===== src/rtl/imem_loader_if.sv =====
// Byte-stream ingress plus instruction-memory write port of the program loader.
// Loader side uses the slave modport; the stream source / memory model uses master.
interface imem_loader_if #(
    parameter int ADDR_W = 10
);
    logic [7:0]        byte_in;
    logic              byte_valid;
    logic              byte_ready;
    logic              im_we;
    logic [ADDR_W-1:0] im_addr;
    logic [31:0]       im_wdata;

    modport master (
        output byte_in, byte_valid,
        input  byte_ready, im_we, im_addr, im_wdata
    );

    modport slave (
        input  byte_in, byte_valid,
        output byte_ready, im_we, im_addr, im_wdata
    );
endinterface


===== src/rtl/imem_loader.sv =====
// Framed little-endian byte stream -> 32-bit instruction-memory writes; holds the CPU in reset until loaded.
// Latency: im_we one cycle after the 4th byte of a word. Backpressure: byte_ready low outside a load and in the im_we cycle.
// Optional trailing XOR checksum byte enabled by defining LOADER_CHECKSUM_EN.
module imem_loader #(
    parameter int ADDR_W = 10
) (
    input  logic              clk_100MHz,
    input  logic              rst_n,
    imem_loader_if.slave      bus,
    input  logic              load_req,
    output logic              cpu_rst,
    output logic              busy,
    output logic              done,
    output logic              err,
    output logic [ADDR_W:0]   word_cnt
);

`ifdef LOADER_CHECKSUM_EN
    localparam bit CHK_EN = 1'b1;
`else
    localparam bit CHK_EN = 1'b0;
`endif

    typedef enum logic [2:0] {
        S_IDLE, S_HDR0, S_HDR1, S_DATA, S_CHK, S_DONE, S_ERR
    } state_t;

    localparam state_t      END_ST = CHK_EN ? S_CHK : S_DONE;
    localparam logic [16:0] CAP    = 17'(1) << ADDR_W;

    state_t            state;
    logic [7:0]        n_lo;
    logic [15:0]       n_words;
    logic [1:0]        byte_idx;
    logic [23:0]       lanes;
    logic [7:0]        chk_acc;
    logic              im_we_q;
    logic [ADDR_W-1:0] im_addr_q;
    logic [31:0]       im_wdata_q;
    logic              xfer;
    logic [15:0]       n_hdr;

    assign busy    = (state == S_HDR0) || (state == S_HDR1) || (state == S_DATA) || (state == S_CHK);
    assign done    = (state == S_DONE);
    assign err     = (state == S_ERR);
    assign cpu_rst = (state != S_DONE);

    assign bus.byte_ready = busy & ~im_we_q;
    assign bus.im_we      = im_we_q;
    assign bus.im_addr    = im_addr_q;
    assign bus.im_wdata   = im_wdata_q;

    assign xfer  = bus.byte_valid & bus.byte_ready;
    assign n_hdr = {bus.byte_in, n_lo};

    always_ff @(posedge clk_100MHz or negedge rst_n) begin
        if (!rst_n) begin
            state      <= S_IDLE;
            n_lo       <= '0;
            n_words    <= '0;
            byte_idx   <= '0;
            lanes      <= '0;
            chk_acc    <= '0;
            im_we_q    <= 1'b0;
            im_addr_q  <= '0;
            im_wdata_q <= '0;
            word_cnt   <= '0;
        end else begin
            case (state)
                S_IDLE, S_DONE, S_ERR: begin
                    if (load_req) begin
                        state    <= S_HDR0;
                        word_cnt <= '0;
                        byte_idx <= '0;
                        chk_acc  <= '0;
                    end
                end
                S_HDR0: begin
                    if (xfer) begin
                        n_lo  <= bus.byte_in;
                        state <= S_HDR1;
                    end
                end
                S_HDR1: begin
                    if (xfer) begin
                        n_words <= n_hdr;
                        if ({1'b0, n_hdr} > CAP)
                            state <= S_ERR;
                        else if (n_hdr == 16'd0)
                            state <= END_ST;
                        else
                            state <= S_DATA;
                    end
                end
                S_DATA: begin
                    // word_cnt already counts the word being written, so it equals N on the last one
                    if (im_we_q) begin
                        im_we_q <= 1'b0;
                        if (16'(word_cnt) == n_words)
                            state <= END_ST;
                    end else if (xfer) begin
                        chk_acc  <= chk_acc ^ bus.byte_in;
                        byte_idx <= byte_idx + 2'd1;
                        case (byte_idx)
                            2'd0: lanes[7:0]   <= bus.byte_in;
                            2'd1: lanes[15:8]  <= bus.byte_in;
                            2'd2: lanes[23:16] <= bus.byte_in;
                            default: begin
                                im_wdata_q <= {bus.byte_in, lanes};
                                im_addr_q  <= word_cnt[ADDR_W-1:0];
                                im_we_q    <= 1'b1;
                                word_cnt   <= word_cnt + 1'b1;
                            end
                        endcase
                    end
                end
                S_CHK: begin
                    if (xfer)
                        state <= (bus.byte_in == chk_acc) ? S_DONE : S_ERR;
                end
                default: state <= S_IDLE;
            endcase
        end
    end

endmodule


===== src/flat_wrapper.sv =====
// flat-port wrapper written by rule: the top's interface ports become plain ports
module imem_loader_flat 
#(
    parameter int ADDR_W = 10
)
  (clk_100MHz, rst_n, load_req, cpu_rst, busy, done, err, word_cnt, bus_byte_in, bus_byte_valid, bus_byte_ready, bus_im_we, bus_im_addr, bus_im_wdata);
  imem_loader_if #(.ADDR_W(ADDR_W)) bus_i ();
  input  logic clk_100MHz;
  input  logic rst_n;
  input  logic load_req;
  output logic cpu_rst;
  output logic busy;
  output logic done;
  output logic err;
  output logic [ADDR_W:0] word_cnt;
  input wire logic [$bits(bus_i.byte_in)-1:0] bus_byte_in;
  input wire logic [$bits(bus_i.byte_valid)-1:0] bus_byte_valid;
  output wire logic [$bits(bus_i.byte_ready)-1:0] bus_byte_ready;
  output wire logic [$bits(bus_i.im_we)-1:0] bus_im_we;
  output wire logic [$bits(bus_i.im_addr)-1:0] bus_im_addr;
  output wire logic [$bits(bus_i.im_wdata)-1:0] bus_im_wdata;
  assign bus_i.byte_in = bus_byte_in;
  assign bus_i.byte_valid = bus_byte_valid;
  assign bus_byte_ready = bus_i.byte_ready;
  assign bus_im_we = bus_i.im_we;
  assign bus_im_addr = bus_i.im_addr;
  assign bus_im_wdata = bus_i.im_wdata;
  imem_loader #(.ADDR_W(ADDR_W)) u_core (.clk_100MHz(clk_100MHz), .rst_n(rst_n), .bus(bus_i), .load_req(load_req), .cpu_rst(cpu_rst), .busy(busy), .done(done), .err(err), .word_cnt(word_cnt));
endmodule

===== config.mk =====
export PLATFORM = sky130hd
export DESIGN_NAME = imem_loader_flat
export DESIGN_NICKNAME = d
export VERILOG_FILES = /design/src/rtl/imem_loader_if.sv /design/src/rtl/imem_loader.sv /design/src/flat_wrapper.sv
export SDC_FILE = /design/constraint.sdc
export NUM_CORES = 1
export LEC_CHECK = 0
export CAP_MARGIN = 20
export CORE_ASPECT_RATIO = 1.1
export CORE_MARGIN = 2
export CORE_UTILIZATION = 49
export DETAILED_ROUTE_END_ITERATION = 8
export GPL_TIMING_DRIVEN = 0
export PLACE_DENSITY = 0.75
export SETUP_SLACK_MARGIN = 0.2
export SKIP_LAST_GASP = 1
export SYNTH_ARGS = -nofsm -noshare
export SYNTH_HDL_FRONTEND = slang
export SYNTH_SLANG_ARGS = --single-unit

===== constraint.sdc =====
create_clock -name clk_100MHz -period 1.8 [get_ports clk_100MHz]
set_input_delay 0.45 -clock clk_100MHz [delete_from_list [all_inputs] [get_ports clk_100MHz]]
set_output_delay 0.45 -clock clk_100MHz [all_outputs]
set_load 0.005 [all_outputs]

==> reports/metrics.cfg, run 1 <==
[drt]
post_drt_wl_per_cell_um = 21.1
wl_mm = 15.3
dr.first_iter.drc_count = 328
drc = 0
ant_nets = 0
vias_per_cell = 5.79
vias = 4183
first_pass_iters = 5

[global_routing]
antenna_found_initial = 0
grtUsageMet1_pct = 33.3
grt_use_total_pct = 27.4
overflow = 0
grt_max_degree = 67
gr-usage-met3_pct = 8.39
first_global_vias = 4400
busiest_layer = met2
grtUsageMet2_pct = 44.6
grt_pass1_wl_mm = 23.4

[logic_synthesis]
ys_types = 43
synth_edf_count = 0
mappedNetlistArea_sq_mm = 0.00513
synthCells = 416
avgSynthCellArea_sq_um = 12.3
synth-seq-area-share_pct = 56.1
syn_nets = 433
async_flop_share_pct = 100
ys_seq_elements = 115
yosysTopAreaCell = dfrtp_1
yosys_warnings = 0
ys.flop_type = dfrtp_1
synth_area_leaders = dfrtp_1, mux2_2, o21ai_0
netlist.area_leader.share_pct = 56.1

[power_and_ir_drop]
vdd_drop_max_uv = 976
p_leak_nw = 3.75
powerDensity_mw_per_mm2 = 1510

[hold_path]
hold_class = primary input to async pin

[floorplan]
die_w_um = 102
dieArea_sq_mm = 0.0113
initial_core_util_pct = 49.8
io_pins = 71
core-area_sq_mm = 0.0103
rows = 39
die_h_um = 111

[sta]
fin_crit_sh_pct = 110
hold_viol_final = 0
finalSetupViolCount = 84
grt_setup_unrepaired = yes
fmax_ghz = 0.505
tns_ps = -5580
min_period_ps = 1980
maxSlewHeadroom_pct = 54.8
maxSlewViolCount = 0
max_slew.worst_pin.slew_ps = 678
setup_ws_ps = -181
finalClockSkew_ps = 6.82

[place]
port_buffers = 62
hpwl_mm = 7.54
placed_area_sq_mm = 0.00600
gp_congestion = 0.834

[worst_setup_path]
reg2reg_slack_ps = -180
worstPathMaxFanout = 6
cp.arrival_ps = 2310
path_class = flip-flop to flip-flop
startpoint_type = flip-flop
critical_path.endpoint = u_core.word_cnt[8]
cp-startpoint = u_core.state[0]
worstPathRequired_ps = 2130
worst_setup_path_end_kind = flip-flop
r2r_end = u_core.word_cnt[8]
worstRegToRegCells = 9
worstReg2RegStart = u_core.state[0]

[layout]
design_area_sq_mm = 0.00769
area_delta_synth_final_pct = 50.0
antenna_cells = 0
layout.nets = 584
drive_gt1_share_pct = 49.7

[clocking]
clk_path_buf_depth = 2
path_clk_slew_ps = 60
ctsHtreeMaxLevel = 4
cts_hold_buf = 0
cts_made_buffers = 17
cts_tree = done
clkSinkCount = 115
clk_latency_ps = 410
clockRootBuffer = clkbuf_16

[run_status]
violations = negative setup slack
run_status = finished, violations left

[job]
max-cap-violations = 0

## area by class of cell
cell class / instances / area (sq um)
Buffer: 28 / 294
Clock buffer: 20 / 447
Clock inverter: 12 / 179
Fill cell: 640 / 2600
Inverter: 8 / 33.8
Multi-Input combinational cell: 266 / 2420
Sequential cell: 115 / 2890
Tap cell: 143 / 179
Timing Repair Buffer: 131 / 1250
## cells in the final DEF, fill, tap and decap left out, drive strengths merged, types with 6 or more instances in the layout
cell type	Yosys	layout
dfrtp	115	115
mux2	91	91
buf	13	90
dlygate4sd2	0	53
clkbuf	15	33
o21ai	30	30
nand2	21	22
xnor2	17	17
nor2	17	17
a21oi	14	14
nand4	9	9
or3	8	8
inv	8	8
nand3	8	8
nor4	6	6
## critical path, stage by stage (launching register included)
cell and delay (ps):
dfrtp_1 370, buf_6 130, buf_12 120, nand3b_1 180, or2_1 150, clkbuf_8 150, buf_4 120, nand3_2 120
or3_1 390, a21oi_2 160
## synth_stat cells, drive strengths merged, types with 6 or more instances
| cell type | instances |
|---|---|
| nand3 | 8 |
| o21ai | 30 |
| mux2 | 91 |
| nor2 | 17 |
| nand4 | 9 |
| inv | 8 |
| clkbuf | 15 |
| or3 | 8 |
| buf | 13 |
| nand2 | 21 |
| xnor2 | 17 |
| a21oi | 14 |
| dfrtp | 115 |
| nor4 | 6 |
## through the flow
| step | utilization, % | setup WS [ps] | std cells | power, mW | hold WS, ps |
|---|---|---|---|---|---|
| after CTS | 72.4 | -205 | 711 | 11.0 | 88.9 |
| after global placement | 58.0 | -4310 | 621 | 6.34 | 480 |
| after floorplan | - | 156 | 416 | 5.63 | 154 |
| after global routing | 74.7 | -253 | 723 | 12.1 | 112 |
| after detailed placement | 58.3 | -647 | 622 | 6.51 | 489 |
| final | 74.7 | -181 | 723 | 11.6 | 68.5 |
## power by group
part	leakage (nW)	internal, mW	switching [mW]
Sequential	1.51	3.32	0.549
Clock	0.297	2.35	1.20
Combinational	1.95	2.24	1.96
Total	3.75	7.92	3.71
## how the worst min path moves through the flow
| stage | startpoint | end | slack, ps | cells past startpoint |
|---|---|---|---|---|
| floorplan | rst_n | u_core.bus.im_addr[0] | 150 | 0 |
| CTS | rst_n | u_core.bus.im_addr[5] | 90 | 1 |
| global route | rst_n | u_core.bus.im_addr[5] | 110 | 1 |
| global placement | u_core.n_words[11] | u_core.n_words[11] | 480 | 1 |
| detailed placement | u_core.lanes[14] | u_core.bus.im_wdata[14] | 490 | 1 |
| finish | rst_n | u_core.bus.im_addr[5] | 70 | 1 |
## cell families after synthesis
logic type	Yosys count	share of synthesized area, %
flip-flops	115	56.1
multiplexers	91	20.0
adder cells (fa/ha/maj)	5	1.22
AO/OA/AOI/OAI	59	6.74
XOR/XNOR	19	3.39
buffers and inverters	36	3.27
AND/OR/NAND/NOR	91	9.27
## state kept, by name, indices dropped and copies added (netlist names)
name,cells
u_core.chk_acc,8
u_core.bus.im_addr,10
u_core.state,3
u_core.word_cnt,11
u_core.n_words,16
u_core.bus.im_wdata,32
u_core.bus.im_we,1
u_core.lanes,24
u_core.n_lo,8
u_core.byte_idx,2
## routing by layer
layer / share of wire, % / wire length [um]
met4: 4.6 / 698
met5: 0 / 0
met3: 6.2 / 950
met1: 38 / 5760
met2: 51 / 7860
## timing repair
item | in CTS | in global routing
setup buffers | 50 | 11
gates resized for setup | 200 | 45
gates cloned | 7 | 1
pin swaps | 31 | 18
endpoints found under the setup margin | 174 | 120
endpoints found under the hold margin | 0 | 0
(Power assumes the default switching activity.)
==> inputs of run 2 (changes only) <==
CORE_UTILIZATION = 32   (was 49)
PLACE_DENSITY = unset   (was 0.75)
==> reports/metrics.cfg, run 2 (same netlist as run 1, synthesis figures left out) <==
[layout]
design_area_sq_mm = 0.00791  ; +2.9%
area_delta_synth_final_pct = 54.3
drive_gt1_share_pct = 51.1  ; +1.5 points
largest_reg_flops = 32  ; unchanged
final_cell_mix = dfrtp_1, mux2_2, dlygate4sd2_1, buf_6, buf_4
final_common_cell = dfrtp_1
layout.nets = 591  ; +1.2%
fin_cells = 787  ; +8.9%
fillers = 1334  ; +110%
antenna_cells = 0  ; unchanged

[clocking]
clockRootBuffer = clkbuf_16
clk_path_buf_depth = 2  ; unchanged
clkSinkCount = 115  ; unchanged
cts_made_buffers = 17  ; unchanged
ctsHtreeMaxLevel = 4  ; unchanged
cts_tree = done
clk_latency_ps = 420  ; about the same
path_clk_slew_ps = 50  ; about the same

[drt]
vias_per_cell = 5.12  ; -12%
wl_mm = 14.5  ; -4.9%
dr.first_iter.drc_count = 224  ; -32%
first_pass_iters = 4  ; -1
post_drt_wl_per_cell_um = 18.5  ; -13%
ant_nets = 0  ; unchanged
vias = 4027  ; -3.7%
drc = 0  ; unchanged

[global_routing]
first_global_vias = 4137  ; -6.0%
grt_pass1_wl_mm = 22.1  ; -5.5%
antenna_found_initial = 0  ; unchanged
gr-usage-met3_pct = 5.20  ; -3.2 points
busiest_layer = met2
grt_use_total_pct = 16.8  ; -11 points
grt_max_degree = 74  ; +10%
grtUsageMet1_pct = 19.7  ; -14 points
overflow = 0  ; unchanged
grtUsageMet2_pct = 28.3  ; -16 points

[sta]
finalClockSkew_ps = 6.16  ; -0.661 ps
fin_crit_sh_pct = 116  ; +6.0 points
grt_setup_unrepaired = yes
maxSlewViolCount = 0  ; unchanged
setup_ws_ps = -288  ; -107 ps
maxSlewHeadroom_pct = 72.0  ; +17 points
fmax_ghz = 0.479  ; -5.1%
finalSetupViolCount = 94  ; +12%
min_period_ps = 2090  ; +107 ps
hold_viol_final = 0  ; unchanged
max_slew.worst_pin.slew_ps = 420  ; -258 ps

[floorplan]
core-area_sq_mm = 0.0157  ; +52%
dieArea_sq_mm = 0.0171  ; +51%
initial_core_util_pct = 32.7  ; -17 points
io_pins = 71  ; unchanged
rows = 48  ; +23%
die_h_um = 137  ; +23%
die_w_um = 125  ; +23%

[hold_path]
hold_path_depth = 3
hp-start = bus_byte_in[1]
worstHoldEndpoint = u_core.chk_acc[1]
hold_class = primary input to flip-flop

[worst_setup_path]
path_class = flip-flop to flip-flop
worstReg2RegStart = u_core.state[1]
worstPathRequired_ps = 2150  ; +20 ps
reg2reg_slack_ps = -290  ; -110 ps
worstPathMaxFanout = 6  ; unchanged
worstRegToRegCells = 10  ; +1
worst_setup_path_end_kind = flip-flop
r2r_end = u_core.word_cnt[7]
startpoint_type = flip-flop
cp.arrival_ps = 2430  ; +120 ps

[place]
placed_area_sq_mm = 0.00607  ; +1.3%
port_buffers = 62  ; unchanged
gp_congestion = 0.827  ; -0.73%
placed_cells = 679  ; +9.2%
hpwl_mm = 8.15  ; +8.2%
post-place-ws_ps = -675  ; -28.2 ps

[power_and_ir_drop]
p_int_mw = 8.13  ; +2.6%
p_comb_share_pct = 35.7  ; -0.4 points
pwr-share-seq_pct = 32.8  ; -0.5 points
p_total_mw = 11.7  ; +0.49%
vdd_drop_max_uv = 782  ; -20%
powerDensity_mw_per_mm2 = 1480  ; -2.3%
p_leak_nw = 3.86  ; +2.8%
switching_share_pct = 30.5  ; -1.4 points
clkPwrFrac_pct = 31.5  ; +0.9 points
p_sw_mw = 3.57  ; -4.0%

[run_status]
violations = negative setup slack
run_status = finished, violations left

[job]
max-cap-violations = 0  ; unchanged

run 2: power groups by stage:
stage	clock, mW	combinational [mW]	sequential, mW
floorplan	0	1.94	3.69
global placement	0	2.60	3.77
detailed placement	0	2.72	3.82
CTS	3.73	3.58	3.78
global route	3.87	4.46	3.92
finish	3.68	4.18	3.83
run 2: routing by layer:
layer	vias up	part of all wire [%]
li1	1799	-
met1	2064	41
met2	132	51
met3	32	5.2
met4	0	2.7
met5	-	0
run 2: how the worst max path moves through the flow:
stage                     from                       to  slack, ps  cells after the start
2_1_floorplan  u_core.state[0]      u_core.word_cnt[10]        160                      7
5_1_grt        u_core.state[1]       u_core.word_cnt[7]       -350                     10
3_3_place_gp             rst_n       u_core.word_cnt[2]      -4490                      1
3_5_place_dp    bus_byte_valid  u_core.bus.im_wdata[26]       -670                      6
6_report       u_core.state[1]       u_core.word_cnt[7]       -290                     10
4_1_cts        u_core.state[1]                     done       -230                      5
run 2: per-stage QoR:
stage          TNS [ps]  utilization, %  hold WS (ps)
6_report         -14890            50.5           421
2_1_floorplan         0               -           154
3_3_place_gp    -521830            38.6           481
3_5_place_dp     -56450            38.8           397
5_1_grt          -21640            50.5           445
4_1_cts           -7520            48.3           394
run 2: worst max-delay path, stage by stage (launching register included):
cell      delay [ps]
dfrtp_1          370
buf_6            130
buf_6            120
buf_6            100
nand3b_1         210
or2_1            160
clkbuf_8         140
buf_12           100
nand4_1          120
or3_1            400
a21oi_2          150
run 2: area by class of cell:
type                    instances  area [sq um]  area share, %
inverters                       8          37.5          0.474
clock buffers                  18           439           5.55
plain buffers                  27           282           3.56
multi-input cells             265          2410           30.5
well taps                     200           250           3.16
flip-flops and latches        115          2890           36.5
clock inverters                14           210           2.66
repair buffers                140          1400           17.7
run 2: timing repair:
action | in CTS | in global routing
resized for setup | 195 | 66
buffers inserted | 51 | 16
cloned | 8 | 1
pin swaps | 30 | 28
hold buffers | 1 | 0
endpoints found under the setup margin | 174 | 123
hold endpoints to repair | 42 | 0
==> inputs of run 3 (changes only) <==
GPL_TIMING_DRIVEN = 1   (was 0)
==> reports/metrics.cfg, run 3 (same netlist as run 1, synthesis figures left out) <==
[sta]
max_slew.worst_pin.slew_ps = 359  ; -61.0 ps
timing.hold.ws_ps = 453  ; +31.5 ps
grt_setup_unrepaired = yes
finalClockSkew_ps = 5.21  ; -0.954 ps
min_period_ps = 2000  ; -85.2 ps
maxSlewViolCount = 0  ; unchanged
fmax_ghz = 0.499  ; +4.3%
fin_crit_sh_pct = 111  ; -4.7 points
hold_viol_final = 0  ; unchanged
maxSlewHeadroom_pct = 76.1  ; +4.1 points
finalSetupViolCount = 103  ; +9.6%
setup_ws_ps = -203  ; +85.2 ps

[drt]
vias_per_cell = 4.93  ; -3.6%
dr.first_iter.drc_count = 283  ; +26%
first_pass_iters = 4  ; unchanged
drc = 0  ; unchanged
post_drt_wl_per_cell_um = 17.1  ; -7.3%
ant_nets = 0  ; unchanged
wl_mm = 13.6  ; -6.0%
vias = 3937  ; -2.2%

[worst_setup_path]
startpoint_type = flip-flop
worstRegToRegCells = 10  ; unchanged
worstReg2RegStart = u_core.state[2]
path_buf_inv = 5  ; unchanged
worstPathMaxFanout = 7  ; +1
slowest_stage = dfrtp_1
path_class = flip-flop to flip-flop
cp.arrival_ps = 2340  ; -90 ps
r2r_end = u_core.word_cnt[7]
crit_family = simple AND/OR/NAND/NOR gates
worstPathRequired_ps = 2140  ; about the same
path_common_cell = buf_6
worst_setup_path_end_kind = flip-flop
path_cells = buf_6 > buf_6 > buf_6 > nand3b_1 > nor2_2 > buf_4 > a21oi_4 > buf_6 > or3_4 > a21oi_2
max_stage_delay_ps = 390  ; about the same
reg2reg_slack_ps = -200  ; +90 ps

[layout]
largest_reg_flops = 32  ; unchanged
antenna_cells = 0  ; unchanged
final_common_cell = dfrtp_1
layout.nets = 602  ; +1.9%
design_area_sq_mm = 0.00777  ; -1.8%
fin_cells = 798  ; +1.4%
fillers = 1390  ; +4.2%
final_cell_mix = dfrtp_1, mux2_2, buf_4, dlygate4sd2_1, buf_6
area_delta_synth_final_pct = 51.5
drive_gt1_share_pct = 47.0  ; -4.1 points

[power_and_ir_drop]
vdd_drop_max_uv = 942  ; +20%
switching_share_pct = 29.6  ; -0.89 points
pwr-share-seq_pct = 34.5  ; +1.7 points
p_comb_share_pct = 33.4  ; -2.3 points
p_int_mw = 7.75  ; -4.7%
p_leak_nw = 3.84  ; -0.42%
clkPwrFrac_pct = 32.1  ; +0.6 points
powerDensity_mw_per_mm2 = 1420  ; -4.1%
p_sw_mw = 3.26  ; -8.6%

[clocking]
ctsHtreeMaxLevel = 4  ; unchanged
clk_latency_ps = 420  ; about the same
clockRootBuffer = clkbuf_16
clk_path_buf_depth = 2  ; unchanged
cts_tree = done
cts_made_buffers = 17  ; unchanged
clkSinkCount = 115  ; unchanged
path_clk_slew_ps = 50  ; about the same

[place]
placed_area_sq_mm = 0.00645  ; +6.2%
hpwl_mm = 8.80  ; +7.9%
port_buffers = 70  ; +13%
gp_congestion = 0.834  ; +0.77%
placed_cells = 718  ; +5.7%

[global_routing]
first_global_vias = 4167  ; +0.73%
grt_max_degree = 55  ; -26%
overflow = 0  ; unchanged
antenna_found_initial = 0  ; unchanged
grt_use_total_pct = 16.4  ; -0.31 points
grt_pass1_wl_mm = 21.9  ; -1.0%

[run_status]
violations = negative setup slack
run_status = finished, violations left

[floorplan]
core-area_sq_mm = 0.0157  ; unchanged
io_pins = 71  ; unchanged
dieArea_sq_mm = 0.0171  ; unchanged
die_h_um = 137  ; unchanged
initial_core_util_pct = 32.7  ; unchanged
rows = 48  ; unchanged
die_w_um = 125  ; unchanged

[job]
max-cap-violations = 0  ; unchanged

[hold_path]
hold_class = primary input to async pin

[run 3: timing repair]
action | 4_1_cts | 5_1_grt
hold buffers | 1 | 0
setup endpoints to repair | 160 | 127
gates resized for setup | 130 | 43
cloned | 3 | 3
hold endpoints to repair | 13 | 0
buffers inserted | 30 | 11
pin swaps | 19 | 6
[run 3: power by group through the flow]
stage | combinational (mW) | sequential [mW] | clock, mW
6_report | 3.68 | 3.80 | 3.53
5_1_grt | 3.99 | 3.89 | 3.74
4_1_cts | 3.45 | 3.79 | 3.61
3_5_place_dp | 2.93 | 3.85 | 0
2_1_floorplan | 1.94 | 3.69 | 0
3_3_place_gp | 2.85 | 3.81 | 0
[run 3: how the worst max path moves through the flow]
stage                          end  slack (ps)       startpoint  cells past startpoint
6_report        u_core.word_cnt[7]        -200  u_core.state[2]                     10
3_5_place_dp       u_core.state[1]        -440   bus_byte_in[1]                      7
5_1_grt         u_core.word_cnt[2]        -300  u_core.state[2]                      9
4_1_cts         u_core.word_cnt[9]        -160  u_core.state[2]                      9
3_3_place_gp       u_core.state[1]        -420   bus_byte_in[1]                      7
2_1_floorplan  u_core.word_cnt[10]         160  u_core.state[0]                      7
[run 3: per-stage QoR]
stage / worst slack [ps] / utilization, % / TNS (ps) / power (mW)
final: -203 / 49.6 / -13140 / 11.0
after global routing: -295 / 49.6 / -21270 / 11.6
after CTS: -156 / 47.8 / -6720 / 10.8
after detailed placement: -440 / 41.1 / -29660 / 6.79
after global placement: -420 / 41.1 / -26030 / 6.67
after floorplan: 156 / - / 0 / 5.63
[run 3: final cells by class]
type                    instances  area, sq um  area share, %
flip-flops and latches        115         2890           37.2
clock inverters                13          184           2.37
well taps                     200          250           3.22
clock buffers                  19          443           5.70
multi-input cells             265         2270           29.3
inverters                       8         30.0          0.386
repair buffers                178         1700           21.9
[run 3: metal layers]
layer,part of all wire (%),track usage [%],vias up
met2,52,28.7,111
li1,-,-,1822
met4,1.5,6.99,0
met1,41,19.4,1984
met3,5.3,4.22,20
met5,0,0,-
